===== config.mk =====
export PLATFORM = sky130hd
export DESIGN_NAME = vote_session_ctrl_flat
export DESIGN_NICKNAME = d
export VERILOG_FILES = /design/src/rtl/vote_session_ctrl_if.sv /design/src/rtl/vote_session_ctrl.sv /design/src/flat_wrapper.sv
export SDC_FILE = /design/constraint.sdc
export NUM_CORES = 1
export LEC_CHECK = 0
export CAP_MARGIN = 0
export CORE_AREA = 2 2 95 97
export CTS_CLUSTER_SIZE = 10
export DETAILED_ROUTE_END_ITERATION = 6
export DIE_AREA = 0 0 97 99
export HOLD_SLACK_MARGIN = 0.05
export PLACE_DENSITY = 0.47
export SETUP_SLACK_MARGIN = 0.15
export SLEW_MARGIN = 20
export SYNTH_ARGS = -nofsm -noshare
export SYNTH_HDL_FRONTEND = slang
export SYNTH_SLANG_ARGS = --single-unit

===== constraint.sdc =====
create_clock -name clk -period 3.34 [get_ports clk]
set_input_delay 1.002 -clock clk [delete_from_list [all_inputs] [get_ports clk]]
set_output_delay 1.002 -clock clk [all_outputs]
set_load 0.03 [all_outputs]

===== src/rtl/vote_session_ctrl_if.sv =====
// Voting-session bus: control/voter inputs and round status/result outputs.
// The master drives a round; the slave is the session controller.
interface vote_session_ctrl_if #(
    parameter int N_VOTERS = 8,
    parameter int WIN_W    = 16
);
    localparam int CW = $clog2(N_VOTERS + 1);

    logic                start;
    logic                abort;
    logic [WIN_W-1:0]    window_len;
    logic [N_VOTERS-1:0] votes;
    logic                busy;
    logic                ballot_open;
    logic                done;
    logic                pass;
    logic [CW-1:0]       tally;
    logic [N_VOTERS-1:0] voted;

    modport master (
        output start, abort, window_len, votes,
        input  busy, ballot_open, done, pass, tally, voted
    );

    modport slave (
        input  start, abort, window_len, votes,
        output busy, ballot_open, done, pass, tally, voted
    );
endinterface


===== src/rtl/vote_session_ctrl.sv =====
// One timed voting round: synchronize voters, latch first votes during the
// ballot window, tally serially one voter per cycle, compare against quorum.
module vote_session_ctrl #(
    parameter int N_VOTERS = 8,
    parameter int WIN_W    = 16,
    parameter int QUORUM   = 5
) (
    input  logic               clk,
    input  logic               rst,
    vote_session_ctrl_if.slave bus
);
    localparam int CW = $clog2(N_VOTERS + 1);
    localparam int IW = (N_VOTERS > 1) ? $clog2(N_VOTERS) : 1;

    typedef enum logic [1:0] {S_IDLE, S_OPEN, S_TALLY, S_RESULT} state_t;

    state_t              r_state;
    state_t              w_state_nx;
    logic [N_VOTERS-1:0] r_sync1;
    logic [N_VOTERS-1:0] r_sync2;
    logic [N_VOTERS-1:0] r_voted;
    logic [WIN_W-1:0]    r_win_cnt;
    logic [WIN_W-1:0]    w_win_load;
    logic [IW-1:0]       r_idx;
    logic [CW-1:0]       r_tally;
    logic [CW-1:0]       w_tally_nx;
    logic                r_pass;
    logic                w_accept;
    logic                w_last_open;
    logic                w_last_tally;

    assign w_accept     = bus.start && !bus.abort;
    assign w_win_load   = (bus.window_len == '0) ? WIN_W'(1) : bus.window_len;
    assign w_last_open  = (r_win_cnt == WIN_W'(1));
    assign w_last_tally = (r_idx == IW'(N_VOTERS - 1));
    assign w_tally_nx   = r_tally + CW'(r_voted[r_idx]);

    always_ff @(posedge clk or posedge rst) begin
        if (rst) begin
            r_sync1 <= '0;
            r_sync2 <= '0;
        end else begin
            r_sync1 <= bus.votes;
            r_sync2 <= r_sync1;
        end
    end

    always_ff @(posedge clk or posedge rst) begin
        if (rst) r_state <= S_IDLE;
        else     r_state <= w_state_nx;
    end

    always_comb begin
        w_state_nx = r_state;
        case (r_state)
            S_IDLE:   if (w_accept) w_state_nx = S_OPEN;
            S_OPEN:   if (bus.abort) w_state_nx = S_IDLE;
                      else if (w_last_open) w_state_nx = S_TALLY;
            S_TALLY:  if (bus.abort) w_state_nx = S_IDLE;
                      else if (w_last_tally) w_state_nx = S_RESULT;
            S_RESULT: w_state_nx = S_IDLE;
            default:  w_state_nx = S_IDLE;
        endcase
    end

    // Pass is resolved on the last tally edge so it is valid alongside done.
    always_ff @(posedge clk or posedge rst) begin
        if (rst) begin
            r_voted   <= '0;
            r_win_cnt <= '0;
            r_idx     <= '0;
            r_tally   <= '0;
            r_pass    <= 1'b0;
        end else begin
            case (r_state)
                S_IDLE: begin
                    if (w_accept) begin
                        r_win_cnt <= w_win_load;
                        r_voted   <= '0;
                        r_tally   <= '0;
                        r_pass    <= 1'b0;
                        r_idx     <= '0;
                    end
                end
                S_OPEN: begin
                    if (bus.abort) begin
                        r_voted <= '0;
                        r_tally <= '0;
                        r_pass  <= 1'b0;
                    end else begin
                        r_voted   <= r_voted | r_sync2;
                        r_win_cnt <= r_win_cnt - WIN_W'(1);
                        if (w_last_open) begin
                            r_idx   <= '0;
                            r_tally <= '0;
                        end
                    end
                end
                S_TALLY: begin
                    if (bus.abort) begin
                        r_voted <= '0;
                        r_tally <= '0;
                        r_pass  <= 1'b0;
                        r_idx   <= '0;
                    end else begin
                        r_tally <= w_tally_nx;
                        if (w_last_tally) begin
                            r_idx  <= '0;
                            r_pass <= (w_tally_nx >= CW'(QUORUM));
                        end else begin
                            r_idx <= r_idx + IW'(1);
                        end
                    end
                end
                default: ;
            endcase
        end
    end

    always_comb begin
        bus.busy        = (r_state != S_IDLE);
        bus.ballot_open = (r_state == S_OPEN);
        bus.done        = (r_state == S_RESULT);
        bus.pass        = r_pass;
        bus.tally       = r_tally;
        bus.voted       = r_voted;
    end
endmodule


===== src/flat_wrapper.sv =====
// flat-port wrapper written by rule: the top's interface ports become plain ports
module vote_session_ctrl_flat 
#(
    parameter int N_VOTERS = 8,
    parameter int WIN_W    = 16,
    parameter int QUORUM   = 5
)
  (clk, rst, bus_start, bus_abort, bus_window_len, bus_votes, bus_busy, bus_ballot_open, bus_done, bus_pass, bus_tally, bus_voted);
  vote_session_ctrl_if #(.N_VOTERS(N_VOTERS), .WIN_W(WIN_W)) bus_i ();
  input  logic clk;
  input  logic rst;
  input wire logic [$bits(bus_i.start)-1:0] bus_start;
  input wire logic [$bits(bus_i.abort)-1:0] bus_abort;
  input wire logic [$bits(bus_i.window_len)-1:0] bus_window_len;
  input wire logic [$bits(bus_i.votes)-1:0] bus_votes;
  output wire logic [$bits(bus_i.busy)-1:0] bus_busy;
  output wire logic [$bits(bus_i.ballot_open)-1:0] bus_ballot_open;
  output wire logic [$bits(bus_i.done)-1:0] bus_done;
  output wire logic [$bits(bus_i.pass)-1:0] bus_pass;
  output wire logic [$bits(bus_i.tally)-1:0] bus_tally;
  output wire logic [$bits(bus_i.voted)-1:0] bus_voted;
  assign bus_i.start = bus_start;
  assign bus_i.abort = bus_abort;
  assign bus_i.window_len = bus_window_len;
  assign bus_i.votes = bus_votes;
  assign bus_busy = bus_i.busy;
  assign bus_ballot_open = bus_i.ballot_open;
  assign bus_done = bus_i.done;
  assign bus_pass = bus_i.pass;
  assign bus_tally = bus_i.tally;
  assign bus_voted = bus_i.voted;
  vote_session_ctrl #(.N_VOTERS(N_VOTERS), .WIN_W(WIN_W), .QUORUM(QUORUM)) u_core (.clk(clk), .rst(rst), .bus(bus_i));
endmodule

==> key figures <==
Yosys
  • Sequential cell area fraction in the yosys report: 0.497
  • Average instance area after synthesis: 10.0 um^2
  • Number of synthesized register bits: 50
  • Post-synthesis async set-or-reset flop share: 1.00
  • Mapped cell area: 2520 um^2
  • Area leader, netlist: sky130_fd_sc_hd__dfrtp_1
  • Area fraction of the dominant cell type after synthesis: 0.497
  • Number of flops mapped to enable cells by yosys: 0
  • Count of yosys warnings during synthesis: 0
  • Count of cell types in the netlist: 55
  • Gate Count Post-Synth: 251
  • Biggest area contributors in the synthesized netlist: sky130_fd_sc_hd__dfrtp_1 50%, sky130_fd_sc_hd__a21oi_1 7.4%, sky130_fd_sc_hd__ha_1 3.0%, sky130_fd_sc_hd__nor2_1 2.8%, sky130_fd_sc_hd__o21ai_0 2.6%
  • Net count after synthesis: 285
  • Most used flip-flop cell after synthesis: sky130_fd_sc_hd__dfrtp_1

Hold path
  • Class of the tightest hold or removal check: reg2reg

STA
  • Post-route clock skew: 0.0109 ns
  • Final clock period utilization by the worst path: 0.841
  • Measured slew at the worst slew-check pin: 0.656 ns
  • Timing-limited maximum frequency: 356 MHz
  • RSZ-0062 raised after global routing: no
  • Endpoints failing setup: 0
  • Number of pins exceeding their max-slew limit in the final report: 0
  • Relative slew margins: 0.560
  • Setup slack of the critical path after layout: 0.533 ns
  • Min cycle time layout: 2.81 ns
  • Setup TNS: 0 ns
  • Number of endpoints with negative hold slack in the final report: 0

Cells and area
  • Total Nets Final: 332
  • Diodes inserted: 0
  • Area delta synth->final: 26.7%
  • Multi-input gate area: 1180 um^2
  • Area used by sequential logic in the layout: 1250 um^2
  • Layout cells sized above 1: 0.107
  • Most frequent cells in the layout: 50 x sky130_fd_sc_hd__dfrtp_1, 43 x sky130_fd_sc_hd__clkdlybuf4s50_1, 37 x sky130_fd_sc_hd__a21oi_1, 19 x sky130_fd_sc_hd__nor2_1, 13 x sky130_fd_sc_hd__o21ai_0
  • Fill cell instance count of the final layout: 862
  • Leading cell type in the layout, fill and taps excluded: sky130_fd_sc_hd__dfrtp_1
  • Final core occ: 0.373
  • Final Cell Area: 3190 um^2

Power and ir drop
  • Switching part of the total power: 0.352
  • Register share of total power: 0.492
  • Switching component of the power: 549 uW
  • Comb power frac: 0.258
  • Areal power density over the cells: 489 nW/um^2
  • Post-route total power: 1.56 mW
  • Standby leakage power: 1.32 nW
  • Largest vdd supply drop: 0.182 mV
  • Cell-internal power: 1.01 mW
  • Clock network power share: 0.250

GRT
  • Vias in the first global route: 2111
  • Largest net degree at the start of global routing: 31
  • GRT Total Usage: 0.140
  • Number of antenna violations at the first check in global routing: 0
  • Congestion Overflow GR: 0
  • Global-route wire length before repair: 10800 um

Die
  • Die footprint: 9600 um^2
  • Core Footprint: 8550 um^2
  • I/O pin count: 44
  • Die Y-Extent: 99 um
  • Std-Cell Rows: 34
  • Horiz. Die Dim: 97 um
  • Starting density of the core: 0.294

Critical path
  • Worst Setup End Kind: primary output
  • Slowest cell delay on critical path: 0.66 ns
  • Critical path data arrival time: 1.81 ns
  • Critical Path Slowest Stage Cell: sky130_fd_sc_hd__clkdlybuf4s50_1
  • Maximum net fanout on the critical path: 9
  • CP Data Required Time: 2.34 ns
  • Cell-by-cell trace of the critical path: nand2b_1 > inv_2 > clkdlybuf4s50_1
  • Family of cells with the greatest summed delay on the critical path: buffers and inverters
  • WS Path Type: reg2out
  • Category of the worst setup path launch point: flop
  • Buf+Inv Stages, Crit Path: 2

Placed design
  • Half-perimeter wire length of the detailed placement result: 4520 um
  • PortBufs: 43
  • Pre-CTS setup slack: 0.645 ns
  • Global placement routability congestion: 0.812
  • Placed cell areas: 3090 um^2

Clock network
  • Root buffer cell: sky130_fd_sc_hd__clkbuf_8
  • Insertion delay of the later-clocked pin in the worst-skew pair: 0.31 ns
  • Number of buffers added by the clock tree synthesis step: 5
  • Number of buffers inserted by post-CTS setup repair: 0
  • Maximum buffer depth of the clock tree: 2
  • Clock tree from TritonCTS: yes
  • Number of sinks driven by the clock tree: 50
  • Clk pin slew, worst setup/hold paths: 0.10 ns
  • H-tree depth: 2
  • Post-cts hold buffer count: 0
  • Post-cts resize count: 0

Run status
  • Outcome: completed

Run
  • # Max-Cap Violations: 0

Detailed routing
  • First-pass detailed-route iteration total: 4
  • Wirelength per Cell: 15.6 um
  • Initial DRC count: 92
  • Vias: 2101
  • Remaining antenna violation count after routing: 0
  • DRC Markers: 0
  • Via-to-Cell Ratio: 5.16
  • Wire length after detailed routing: 6360 um
==> power groups by stage <==
| stage | registers (mW) | logic, mW | clock network (mW) |
|---|---|---|---|
| after detailed placement | 0.778 | 0.402 | 0 |
| after CTS | 0.766 | 0.405 | 0.406 |
| after global placement | 0.779 | 0.401 | 0 |
| after global routing | 0.781 | 0.451 | 0.422 |
| after floorplan | 0.783 | 0.238 | 0 |
| final | 0.768 | 0.402 | 0.390 |
==> synthesized netlist by cell type (all sizes together), types with 3 or more instances <==
library cell and number:
clkbuf 5, nor2 20, nand2b 3, nor3 14, o211ai 3, nand2 9, a2bb2oi 4, inv 8
nand4 3, nand3 6, ha 6, o31ai 4, a21oi 39, buf 6, o21ai 22, nor4 6
a22o 4, dfrtp 50
==> metrics by stage <==
| stage | cells | hold WS (ns) |
|---|---|---|
| after floorplan | 251 | 0.331 |
| after global placement | 399 | 0.332 |
| after detailed placement | 399 | 0.336 |
| after CTS | 407 | 0.360 |
| after global routing | 407 | 0.370 |
| final | 407 | 0.355 |
==> kinds of logic (layout without fill, tap and decap cells) <==
group                    Yosys count  after routing  synth area share
AND/OR/NAND/NOR                   77             77             0.182
XOR/XNOR                           1              1           0.00348
adder cells (fa/ha/maj)            6              6            0.0298
flip-flops                        50             50             0.497
multiplexers                       4              4            0.0263
AO/OA/AOI/OAI                     93             93             0.228
buffers and inverters             20             68            0.0328
==> sequential cells by signal, summed over array words and instances (netlist names) <==
name / count
u_core.r_win_cnt: 16
u_core.bus.voted: 8
u_core.r_sync1: 8
u_core.r_sync2: 8
u_core.bus.tally: 4
u_core.r_idx: 3
u_core.r_state: 2
u_core.bus.pass: 1
==> metal layers <==
metal / vias to the layer above / part of all wire / GRT usage
met3: 4 / 0.031 / 0.0241
met2: 42 / 0.46 / 0.216
met5: - / 0 / 0
li1: 1046 / - / -
met1: 1009 / 0.50 / 0.203
met4: 0 / 0.010 / 0.0423
==> worst paths after layout <==
| path | start | to | slack (ns) | cells past startpoint |
|---|---|---|---|---|
| setup / recovery | u_core.r_state[1]$_DFFE_PP0P_ | bus_ballot_open | 0.53 | 3 |
| hold / removal | u_core.r_sync1[1]$_DFF_PP0_ | u_core.r_sync2[1]$_DFF_PP0_ | 0.36 | 0 |
| setup reg to reg | u_core.r_idx[0]$_DFFE_PP0P_ | u_core.bus.pass$_DFFE_PP0P_ | 0.77 | 8 |
| hold reg to reg | u_core.r_sync1[1]$_DFF_PP0_ | u_core.r_sync2[1]$_DFF_PP0_ | 0.36 | 0 |
| max in group asynchronous | rst | u_core.r_state[1]$_DFFE_PP0P_ | 1.64 | 3 |
| min in group asynchronous | rst | u_core.r_sync2[7]$_DFF_PP0_ | 1.08 | 2 |
==> area by class of cell <==
cell class	instances	area share
inverter	9	0.0106
timing repair buffer	51	0.154
sequential	50	0.392
clock inverter	3	0.00824
tap	108	0.0424
multi-input combinational	181	0.371
clock buffer	5	0.0216
Power figures use the tool's default switching activity.
